--- src/rtl/fa_serial_pkg.sv ---
// ---------------------------------------------------------------------------
// fa_serial_pkg
//
// Purpose : Shared definitions for the bit-serial full-adder arbiter
//           (fa_serial_arb) and its testbench.
//
// Contents:
//   W_DEFAULT - default operand width in bits
//   N_REQ     - number of requesters sharing the adder (fixed at 2)
//   state_e   - controller state encoding (IDLE, RUN, DONE)
//   rr_pick   - round-robin grant selection between the two requesters
// ---------------------------------------------------------------------------
package fa_serial_pkg;

  localparam int W_DEFAULT = 8;
  localparam int N_REQ     = 2;

  typedef enum logic [1:0] {
    IDLE = 2'd0,
    RUN  = 2'd1,
    DONE = 2'd2
  } state_e;

  // Returns the index of the requester to grant. A lone requester always
  // wins; on contention the favoured index (the one not served last) wins.
  // Only meaningful when at least one request bit is set.
  function automatic logic rr_pick(input logic [N_REQ-1:0] req_v,
                                   input logic             favour);
    logic pick;
    if (req_v == 2'b11) pick = favour;
    else                pick = req_v[1];
    return pick;
  endfunction

endpackage : fa_serial_pkg

--- src/rtl/fa_cell.sv ---
// ---------------------------------------------------------------------------
// fa_cell
//
// Purpose : One-bit combinational full adder. The arbiter instantiates
//           exactly one of these and walks it across the operand bits.
//
// Ports   :
//   a, b  in  1  operand bits
//   ci    in  1  carry in
//   s     out 1  sum bit
//   co    out 1  carry out
// ---------------------------------------------------------------------------
module fa_cell (
  input  logic a,
  input  logic b,
  input  logic ci,
  output logic s,
  output logic co
);

  logic half_sum;

  assign half_sum = a ^ b;
  assign s        = half_sum ^ ci;
  // Generate when both operand bits are set, propagate an incoming carry
  // when exactly one of them is.
  assign co       = (a & b) | (ci & half_sum);

endmodule : fa_cell

--- src/rtl/fa_serial_arb.sv ---
// ---------------------------------------------------------------------------
// fa_serial_arb
//
// Purpose : Two requesters share a single full-adder cell. A granted
//           request has its operands captured, then the sum is produced
//           one bit per cycle, LSB first. The W-bit result and final carry
//           are published for one cycle with done, W+1 cycles after ack.
//
// Parameter:
//   W        operand width in bits, 2..32 (default fa_serial_pkg::W_DEFAULT)
//
// Ports    :
//   clk      in  1  clock, rising edge
//   rst      in  1  asynchronous active-high reset
//   req      in  2  per-requester request, held until the matching ack bit
//   a0, b0   in  W  requester-0 operands
//   a1, b1   in  W  requester-1 operands
//   cin      in  2  per-requester carry in (bit i belongs to requester i)
//   ack      out 2  one-hot grant pulse; operands captured on that edge
//   busy     out 1  high from the cycle after ack through the done cycle
//   done     out 1  one-cycle result-valid pulse
//   done_id  out 1  requester that owns the current result
//   sum      out W  result (modulo 2^W); holds its last value outside done
//   cout     out 1  carry out of bit W-1
//   ovf      out 1  carry into bit W-1 XOR cout; present only when the
//                   macro FA_SERIAL_OVF_EN is defined
// ---------------------------------------------------------------------------
module fa_serial_arb
  import fa_serial_pkg::*;
#(
  parameter int W = W_DEFAULT
) (
  input  logic         clk,
  input  logic         rst,
  input  logic [1:0]   req,
  input  logic [W-1:0] a0,
  input  logic [W-1:0] b0,
  input  logic [W-1:0] a1,
  input  logic [W-1:0] b1,
  input  logic [1:0]   cin,
  output logic [1:0]   ack,
  output logic         busy,
  output logic         done,
  output logic         done_id,
  output logic [W-1:0] sum,
`ifdef FA_SERIAL_OVF_EN
  output logic         ovf,
`endif
  output logic         cout
);

  localparam int             CW     = $clog2(W);
  localparam logic [CW-1:0]  K_LAST = CW'(W - 1);

  // -------------------------------------------------------------------------
  // State
  // -------------------------------------------------------------------------
  state_e         state_q, state_d;
  logic [CW-1:0]  k_q,     k_d;      // bit currently fed to the adder cell
  logic [W-1:0]   a_q,     a_d;      // captured operands
  logic [W-1:0]   b_q,     b_d;
  logic           carry_q, carry_d;  // ripple carry between serial steps
  logic           id_q,    id_d;     // owner of the operation in flight
  logic           prio_q,  prio_d;   // requester favoured on contention
  logic [W-1:0]   res_q,   res_d;    // partial sum being assembled
  logic [W-1:0]   sum_q,   sum_d;    // last completed result
  logic           cout_q,  cout_d;
`ifdef FA_SERIAL_OVF_EN
  logic           ovf_q,   ovf_d;
`endif

  logic [1:0]     ack_grant;
  logic           grant_id;

  // -------------------------------------------------------------------------
  // Shared full-adder cell, fed with bit k of the captured operands
  // -------------------------------------------------------------------------
  logic bit_a, bit_b, fa_s, fa_co;

  assign bit_a = a_q[k_q];
  assign bit_b = b_q[k_q];

  fa_cell u_fa (
    .a  (bit_a),
    .b  (bit_b),
    .ci (carry_q),
    .s  (fa_s),
    .co (fa_co)
  );

  // -------------------------------------------------------------------------
  // Next-state / output logic
  // -------------------------------------------------------------------------
  always_comb begin
    // NOTE: every signal written here gets a default first so no path
    // through the case statement leaves one unassigned (which would infer
    // a latch).
    state_d   = state_q;
    k_d       = k_q;
    a_d       = a_q;
    b_d       = b_q;
    carry_d   = carry_q;
    id_d      = id_q;
    prio_d    = prio_q;
    res_d     = res_q;
    sum_d     = sum_q;
    cout_d    = cout_q;
`ifdef FA_SERIAL_OVF_EN
    ovf_d     = ovf_q;
`endif
    ack_grant = 2'b00;
    grant_id  = rr_pick(req, prio_q);

    unique case (state_q)
      IDLE: begin
        if (|req) begin
          ack_grant = grant_id ? 2'b10 : 2'b01;
          a_d       = grant_id ? a1 : a0;
          b_d       = grant_id ? b1 : b0;
          carry_d   = cin[grant_id];
          id_d      = grant_id;
          prio_d    = ~grant_id;   // the other requester wins next tie
          k_d       = '0;
          state_d   = RUN;
        end
      end

      RUN: begin
        res_d[k_q] = fa_s;
        carry_d    = fa_co;
        if (k_q == K_LAST) begin
          // Publish the whole word at once so sum never shows a
          // half-built value.
          sum_d   = res_d;
          cout_d  = fa_co;
`ifdef FA_SERIAL_OVF_EN
          // carry_q here is the carry into the MSB.
          ovf_d   = carry_q ^ fa_co;
`endif
          state_d = DONE;
        end else begin
          k_d = k_q + CW'(1);
        end
      end

      DONE: begin
        state_d = IDLE;
      end

      default: begin
        state_d = IDLE;
      end
    endcase
  end

  // -------------------------------------------------------------------------
  // State registers
  // -------------------------------------------------------------------------
  always_ff @(posedge clk or posedge rst) begin
    if (rst) begin
      state_q <= IDLE;
      k_q     <= '0;
      a_q     <= '0;
      b_q     <= '0;
      carry_q <= 1'b0;
      id_q    <= 1'b0;
      prio_q  <= 1'b0;
      res_q   <= '0;
      sum_q   <= '0;
      cout_q  <= 1'b0;
`ifdef FA_SERIAL_OVF_EN
      ovf_q   <= 1'b0;
`endif
    end else begin
      // NOTE: non-blocking assignments so every register samples the
      // values from before this edge, independent of statement order.
      state_q <= state_d;
      k_q     <= k_d;
      a_q     <= a_d;
      b_q     <= b_d;
      carry_q <= carry_d;
      id_q    <= id_d;
      prio_q  <= prio_d;
      res_q   <= res_d;
      sum_q   <= sum_d;
      cout_q  <= cout_d;
`ifdef FA_SERIAL_OVF_EN
      ovf_q   <= ovf_d;
`endif
    end
  end

  // -------------------------------------------------------------------------
  // Outputs
  // -------------------------------------------------------------------------
  // ack is decoded from IDLE and req; masking with rst keeps it low while
  // reset is held even if requests are already asserted.
  assign ack     = rst ? 2'b00 : ack_grant;
  assign busy    = (state_q != IDLE);
  assign done    = (state_q == DONE);
  assign done_id = id_q;
  assign sum     = sum_q;
  assign cout    = cout_q;
`ifdef FA_SERIAL_OVF_EN
  assign ovf     = ovf_q;
`endif

endmodule : fa_serial_arb

--- config.mk ---
export PLATFORM = sky130hd
export DESIGN_NAME = fa_serial_arb
export DESIGN_NICKNAME = d
export VERILOG_FILES = /design/src/rtl/fa_serial_pkg.sv /design/src/rtl/fa_cell.sv /design/src/rtl/fa_serial_arb.sv
export SDC_FILE = /design/constraint.sdc
export NUM_CORES = 1
export LEC_CHECK = 0
export BUFFER_PORTS_ARGS = -buffer_cell sky130_fd_sc_hd__buf_2
export CAP_MARGIN = 20
export CORE_ASPECT_RATIO = 0.75
export CORE_MARGIN = 1
export CORE_UTILIZATION = 55
export DETAILED_ROUTE_END_ITERATION = 8
export GPL_TIMING_DRIVEN = 0
export PLACE_DENSITY = 0.89
export SLEW_MARGIN = 20
export SYNTH_ARGS = -nofsm -noshare
export SYNTH_HDL_FRONTEND = slang
export SYNTH_SLANG_ARGS = --single-unit
--- constraint.sdc ---
create_clock -name clk -period 3.36 [get_ports clk]
set_input_delay 0.504 -clock clk [delete_from_list [all_inputs] [get_ports clk]]
set_output_delay 0.504 -clock clk [all_outputs]
set_load 0.02 [all_outputs]
==> flow_metrics.py, run 1 <==
metrics = {
    "clocking": {
        "post-cts-setup-buffers": 0,
        "cts_hold_buf": 0,
        "numCtsBuffers": 5,
        "clock_latency_ns": 0.30,
        "htree_levels": 2,
        "cts-resized-gates": 0,
        "cts.sinks": 41,
        "clkTransAtPathRegs_ns": 0.08,
        "cts_tree": "done",
        "root_buffer": "clkbuf_8",
        "cts.path.max_buffers": 2,
    },
    "layout": {
        "antenna_cells": 0,
        "area_growth_pct": 19.4,
        "final_cell_mix": "buf_2, dfrtp_1, o21ai_0",
        "register_area_um2": 1030,
        "drive_gt1_share_pct": 28.9,
        "nets": 334,
        "layout_commonest_cell": "buf_2",
        "nFillCells": 291,
        "multi_input_area_um2": 1090,
    },
    "worst_setup_path": {
        "criticalPathCategory": "reg -> reg",
        "crit_buf_inv": 3,
        "cp_max_fo": 10,
        "reg2reg_slack_ns": 0.52,
        "path_cells": "buf_1, inv_1, a221oi_1, o21ai_0, fa_1, clkbuf_1, mux2i_1, o21ai_0",
        "crit_path_start_kind": "register",
        "r2r_cells": 8,
        "crit_family": "buffers and inverters",
        "cp_common_cell": "o21ai_0",
        "crit_slowest_cell": "fa_1",
        "r2r-end": "sum[5]$_DFFE_PP0P_",
        "cp.arrival_ns": 3.05,
        "r2r-start": "k_q[0]$_DFFE_PP0P_",
        "required_ns": 3.57,
        "endpoint_kind": "register",
        "worst_path_largest_cell_delay_ns": 0.69,
    },
    "synth": {
        "synth.avg_cell_area_um2": 9.72,
        "async_flop_share_pct": 100,
        "yosysUniqueCellTypes": 36,
        "synth-edff-count": 0,
        "synth_area_um2": 2270,
        "syn-num-nets": 275,
        "ys_warn_count": 0,
        "ys_ff_latch": 41,
        "synthFlopType": "dfrtp_1",
        "synth_cells": 234,
        "yosysSeqAreaShare_pct": 45.1,
    },
    "timing": {
        "tightestPinTransition_ns": 0.540,
        "slew_headroom_pct": 63.9,
        "setup-tns-final_ns": 0,
        "slew_viol_final": 0,
        "final.setup.worst_slack_ns": 0.516,
        "hold_viol_final": 0,
        "period_share_pct": 84.6,
        "clock_skew_ns": 0.00894,
        "fin_crit_ns": 2.84,
        "finalSetupViolCount": 0,
        "fmax_mhz": 352,
        "rsz0062_at_grt": "no",
    },
    "route": {
        "drtIter0Drc": 174,
        "wire_per_inst_um": 16.2,
        "vias_per_cell": 6.09,
        "ant_nets": 0,
        "route.detailed.drc": 0,
        "num_vias": 2107,
        "dr.pass1.iters": 5,
        "finalWirelength_um": 5620,
    },
    "global_routing": {
        "grt_max_degree": 33,
        "grt_usage_pct": 27.7,
        "overflow": 0,
        "grt_pass1_wl_um": 9370,
        "antenna_found_initial": 0,
        "grt_pass1_vias": 1933,
    },
    "outcome": {
        "outcome": "finished, final reports clean",
    },
    "floorplanning": {
        "ios": 52,
        "start_util_pct": 59.8,
        "rows": 19,
        "die-area_um2": 4400,
        "die_w_um": 76.2,
        "die_h_um": 57.7,
        "core_area_um2": 3800,
    },
    "placement": {
        "dp_slack_ns": 0.614,
        "gp_congestion": 0.823,
        "post-dp-hpwl_um": 4070,
        "portBuffers": 51,
    },
    "min_path": {
        "hp-class": "in -> async",
    },
    "pwr": {
        "p_leak_nw": 1.21,
        "ir_worst_vdd_uv": 460,
        "power-per-cell-area_nw_per_um2": 987,
    },
    "flow_run": {
        "cap_violations": 0,
    },
}
stage by stage:
step	std cells	hold slack (ns)	power (mW)	instance area, µm²	utilization [%]
after floorplan	234	0.479	1.91	2270	-
after global routing	346	0.149	2.86	2720	71.4
final	346	0.133	2.68	2720	71.4
after global placement	337	0.457	2.22	2590	68.2
after detailed placement	338	0.461	2.30	2610	68.7
after CTS	346	0.137	2.67	2720	71.4
cells by family (layout without fill, tap and decap cells):
group	count (synthesis)	in the layout	synth area share, %
AOI/OAI and AO/OA	90	90	24.6
adders and majority gates	3	3	1.98
buffers and inverters	32	92	6.71
DFF	41	41	45.1
muxes	21	21	9.85
and+or+nand+nor	47	47	11.7
how the worst max path moves through the flow:
stage                             from                 end  cells after the start
floorplan                          rst              ack[1]                      2
global placement                   rst              ack[1]                      4
detailed placement  k_q[0]$_DFFE_PP0P_  sum[5]$_DFFE_PP0P_                      8
CTS                 k_q[0]$_DFFE_PP0P_  sum[5]$_DFFE_PP0P_                      8
global route        k_q[0]$_DFFE_PP0P_  sum[5]$_DFFE_PP0P_                      8
finish              k_q[0]$_DFFE_PP0P_  sum[5]$_DFFE_PP0P_                      8
where the power goes:
part	internal (mW)	total (mW)	switching, mW
combinational	0.589	1.43	0.843
sequential	0.737	0.890	0.152
clock	0.186	0.359	0.173
cell type report:
cell class              instances  share of cell area, %
inverters                      10                   1.38
multi-input cells             161                   40.3
plain buffers                  22                   4.24
well taps                      52                   2.40
flip-flops and latches         41                   37.8
clock inverters                 1                  0.184
repair buffers                 52                   10.1
clock buffers                   7                   3.55
registers in the layout (all words and copies together) (netlist names):
| name | count |
|---|---|
| a_q | 8 |
| b_q | 8 |
| res_q | 8 |
| sum | 8 |
| k_q | 3 |
| state_q | 2 |
| carry_q | 1 |
| cout | 1 |
| done_id | 1 |
| prio_q | 1 |
synth_stat cells, types with 8 or more instances:
| library cell | number | area, µm² |
|---|---|---|
| o21ai_0 | 26 | 130 |
| nor3b_1 | 8 | 60.1 |
| o211ai_1 | 17 | 128 |
| mux2_2 | 11 | 124 |
| buf_2 | 8 | 40.0 |
| nand2_1 | 11 | 41.3 |
| mux2i_1 | 10 | 100 |
| a21oi_1 | 20 | 100 |
| dfrtp_1 | 41 | 1030 |
| a31oi_1 | 16 | 100 |
| inv_1 | 9 | 33.8 |
| clkbuf_1 | 8 | 30.0 |
worst register-to-register path, stage by stage (launching register included):
cell	delay (ns)
dfrtp_1	0.45
buf_1	0.43
inv_1	0.13
a221oi_1	0.26
o21ai_0	0.18
fa_1	0.69
clkbuf_1	0.34
mux2i_1	0.12
o21ai_0	0.17
per-layer routing:
| layer | vias to the layer above | global-route usage [%] | routed length, µm |
|---|---|---|---|
| li1 | 978 | - | - |
| met1 | 1003 | 38.7 | 2540 |
| met2 | 115 | 44.0 | 2580 |
| met3 | 11 | 5.04 | 418 |
| met4 | 0 | 10.2 | 89 |
| met5 | - | 0 | 0 |
Note: power is estimated with default switching activity, not from simulation.
==> run 2: changes to the inputs <==
--- a/config.mk
+++ b/config.mk
@@ -9,10 +9,10 @@
 export CAP_MARGIN = 20
 export CORE_ASPECT_RATIO = 0.75
 export CORE_MARGIN = 1
-export CORE_UTILIZATION = 55
+export CORE_UTILIZATION = 54
 export DETAILED_ROUTE_END_ITERATION = 8
 export GPL_TIMING_DRIVEN = 0
-export PLACE_DENSITY = 0.89
+export PLACE_DENSITY = 0.88
 export SLEW_MARGIN = 20
 export SYNTH_ARGS = -nofsm -noshare
 export SYNTH_HDL_FRONTEND = slang
==> constraint.sdc (replaced) <==
create_clock -name clk -period 2.8 [get_ports clk]
set_input_delay 0.42 -clock clk [delete_from_list [all_inputs] [get_ports clk]]
set_output_delay 0.42 -clock clk [all_outputs]
set_load 0.02 [all_outputs]
==> flow_metrics.py, run 2 (same netlist as run 1, synthesis figures left out) <==
metrics = {
    "outcome": {
        "outcome": "finished, final reports clean",
    },
    "route": {
        "ant_nets": 0,
        "finalWirelength_um": 5000,
        "drtIter0Drc": 134,
        "vias_per_cell": 5.77,
        "wire_per_inst_um": 14.4,
        "route.detailed.drc": 0,
        "dr.pass1.iters": 4,
        "num_vias": 2007,
    },
    "layout": {
        "final_area_um2": 2740,
        "antenna_cells": 0,
        "drive_gt1_share_pct": 29.4,
        "final_cell_mix": "buf_2, dfrtp_1, o21ai_0",
        "nets": 333,
        "layout.cells.non_filler": 348,
        "layout_commonest_cell": "buf_2",
        "area_growth_pct": 20.5,
    },
    "pwr": {
        "power-per-cell-area_nw_per_um2": 1170,
        "sequentialPowerShare_pct": 33.0,
        "p_leak_nw": 1.22,
        "ir_worst_vdd_uv": 491,
        "pwr-share-comb_pct": 51.5,
        "power.share.switching_pct": 41.4,
        "p_int_mw": 1.87,
        "clockPowerShare_pct": 15.5,
        "p_sw_mw": 1.32,
        "finalPower_mw": 3.20,
    },
    "worst_setup_path": {
        "r2r_cells": 7,
        "required_ns": 3.02,
        "cp.arrival_ns": 2.76,
        "endpoint_kind": "register",
        "crit_slowest_cell": "fa_1",
        "criticalPathCategory": "reg -> reg",
        "worst_path_largest_cell_delay_ns": 0.80,
        "r2r-end": "sum[1]$_DFFE_PP0P_",
        "crit_buf_inv": 1,
        "reg2reg_slack_ns": 0.26,
        "path_cells": "buf_2, and3b_1, a311oi_1, o22ai_1, fa_1, mux2i_1, o21ai_0",
        "crit_family": "adder cells",
        "r2r-start": "k_q[0]$_DFFE_PP0P_",
        "cp_max_fo": 16,
        "crit_path_start_kind": "register",
    },
    "placement": {
        "placed_area_um2": 2630,
        "portBuffers": 51,
        "dp_slack_ns": 0.0340,
        "gp_congestion": 0.820,
        "post-dp-hpwl_um": 3820,
        "placed_cells": 341,
    },
    "global_routing": {
        "grt_pass1_wl_um": 8710,
        "grt_usage_pct": 25.2,
        "use_met2_pct": 39.7,
        "grt-busiest-layer": "met2",
        "met1_usage_pct": 33.0,
        "overflow": 0,
        "grt_pass1_vias": 1906,
        "grt_use_met3_pct": 7.72,
        "antenna_found_initial": 0,
        "grt_max_degree": 24,
    },
    "clocking": {
        "clkTransAtPathRegs_ns": 0.08,
        "cts_tree": "done",
        "cts.sinks": 41,
        "clock_latency_ns": 0.30,
        "htree_levels": 2,
        "cts.path.max_buffers": 2,
        "post-cts-setup-buffers": 0,
        "root_buffer": "clkbuf_8",
        "numCtsBuffers": 5,
    },
    "floorplanning": {
        "die-area_um2": 4480,
        "die_h_um": 58.2,
        "core_area_um2": 4050,
        "die_w_um": 76.9,
        "ios": 52,
        "rows": 20,
        "start_util_pct": 56.1,
    },
    "timing": {
        "tightestPinTransition_ns": 0.460,
        "finalSetupViolCount": 0,
        "clock_skew_ns": 0.00816,
        "rsz0062_at_grt": "no",
        "slew_viol_final": 0,
        "setup-tns-final_ns": 0,
        "period_share_pct": 90.9,
        "fmax_mhz": 393,
        "final.setup.worst_slack_ns": 0.256,
        "slew_headroom_pct": 69.3,
        "hold_viol_final": 0,
        "fin_crit_ns": 2.54,
    },
    "min_path": {
        "hp-class": "in -> async",
    },
    "flow_run": {
        "cap_violations": 0,
    },
}
==> run 2: worst max path at each step <==
stage | startpoint | end | cells past startpoint
final | k_q[0]$_DFFE_PP0P_ | sum[1]$_DFFE_PP0P_ | 7
after global routing | k_q[0]$_DFFE_PP0P_ | sum[7]$_DFFE_PP0P_ | 7
after CTS | k_q[0]$_DFFE_PP0P_ | sum[5]$_DFFE_PP0P_ | 8
after detailed placement | k_q[0]$_DFFE_PP0P_ | sum[5]$_DFFE_PP0P_ | 8
after global placement | k_q[0]$_DFFE_PP0P_ | sum[3]$_DFFE_PP0P_ | 8
after floorplan | k_q[1]$_DFFE_PP0P_ | res_q[1]$_DFFE_PP0N_ | 7
==> run 2: power groups by stage <==
stage          registers [mW]  logic, mW  clock network (mW)
6_report                 1.05       1.65               0.496
5_1_grt                  1.09       1.84               0.530
4_1_cts                  1.05       1.68               0.504
3_5_place_dp             1.06       1.67                   0
3_3_place_gp             1.05       1.61                   0
2_1_floorplan            1.10       1.19                   0
==> run 2: what timing repair did <==
action                     in CTS  in global routing
setup endpoints to repair       0                 10
hold buffers                    0                  0
gates resized for setup         0                  2
==> run 2: area by class of cell <==
type | count | area [µm²]
fillers | 348 | 1310
multi-input cells | 161 | 1090
flip-flops and latches | 41 | 1030
repair buffers | 52 | 283
plain buffers | 21 | 114
clock buffers | 7 | 86.3
well taps | 55 | 68.8
inverters | 10 | 37.5
clock inverters | 1 | 30.0
==> run 2: routing by layer <==
metal	vias up	share of wire (%)
li1	977	-
met1	953	46
met2	66	46
met3	11	5.9
met4	0	1.7
met5	-	0
==> run 2: metrics by stage <==
step	utilization (%)	hold WS, ns
2_1_floorplan	-	0.479
3_3_place_gp	64.1	0.457
3_5_place_dp	64.8	0.458
4_1_cts	67.6	0.131
5_1_grt	67.6	0.172
6_report	67.6	0.125
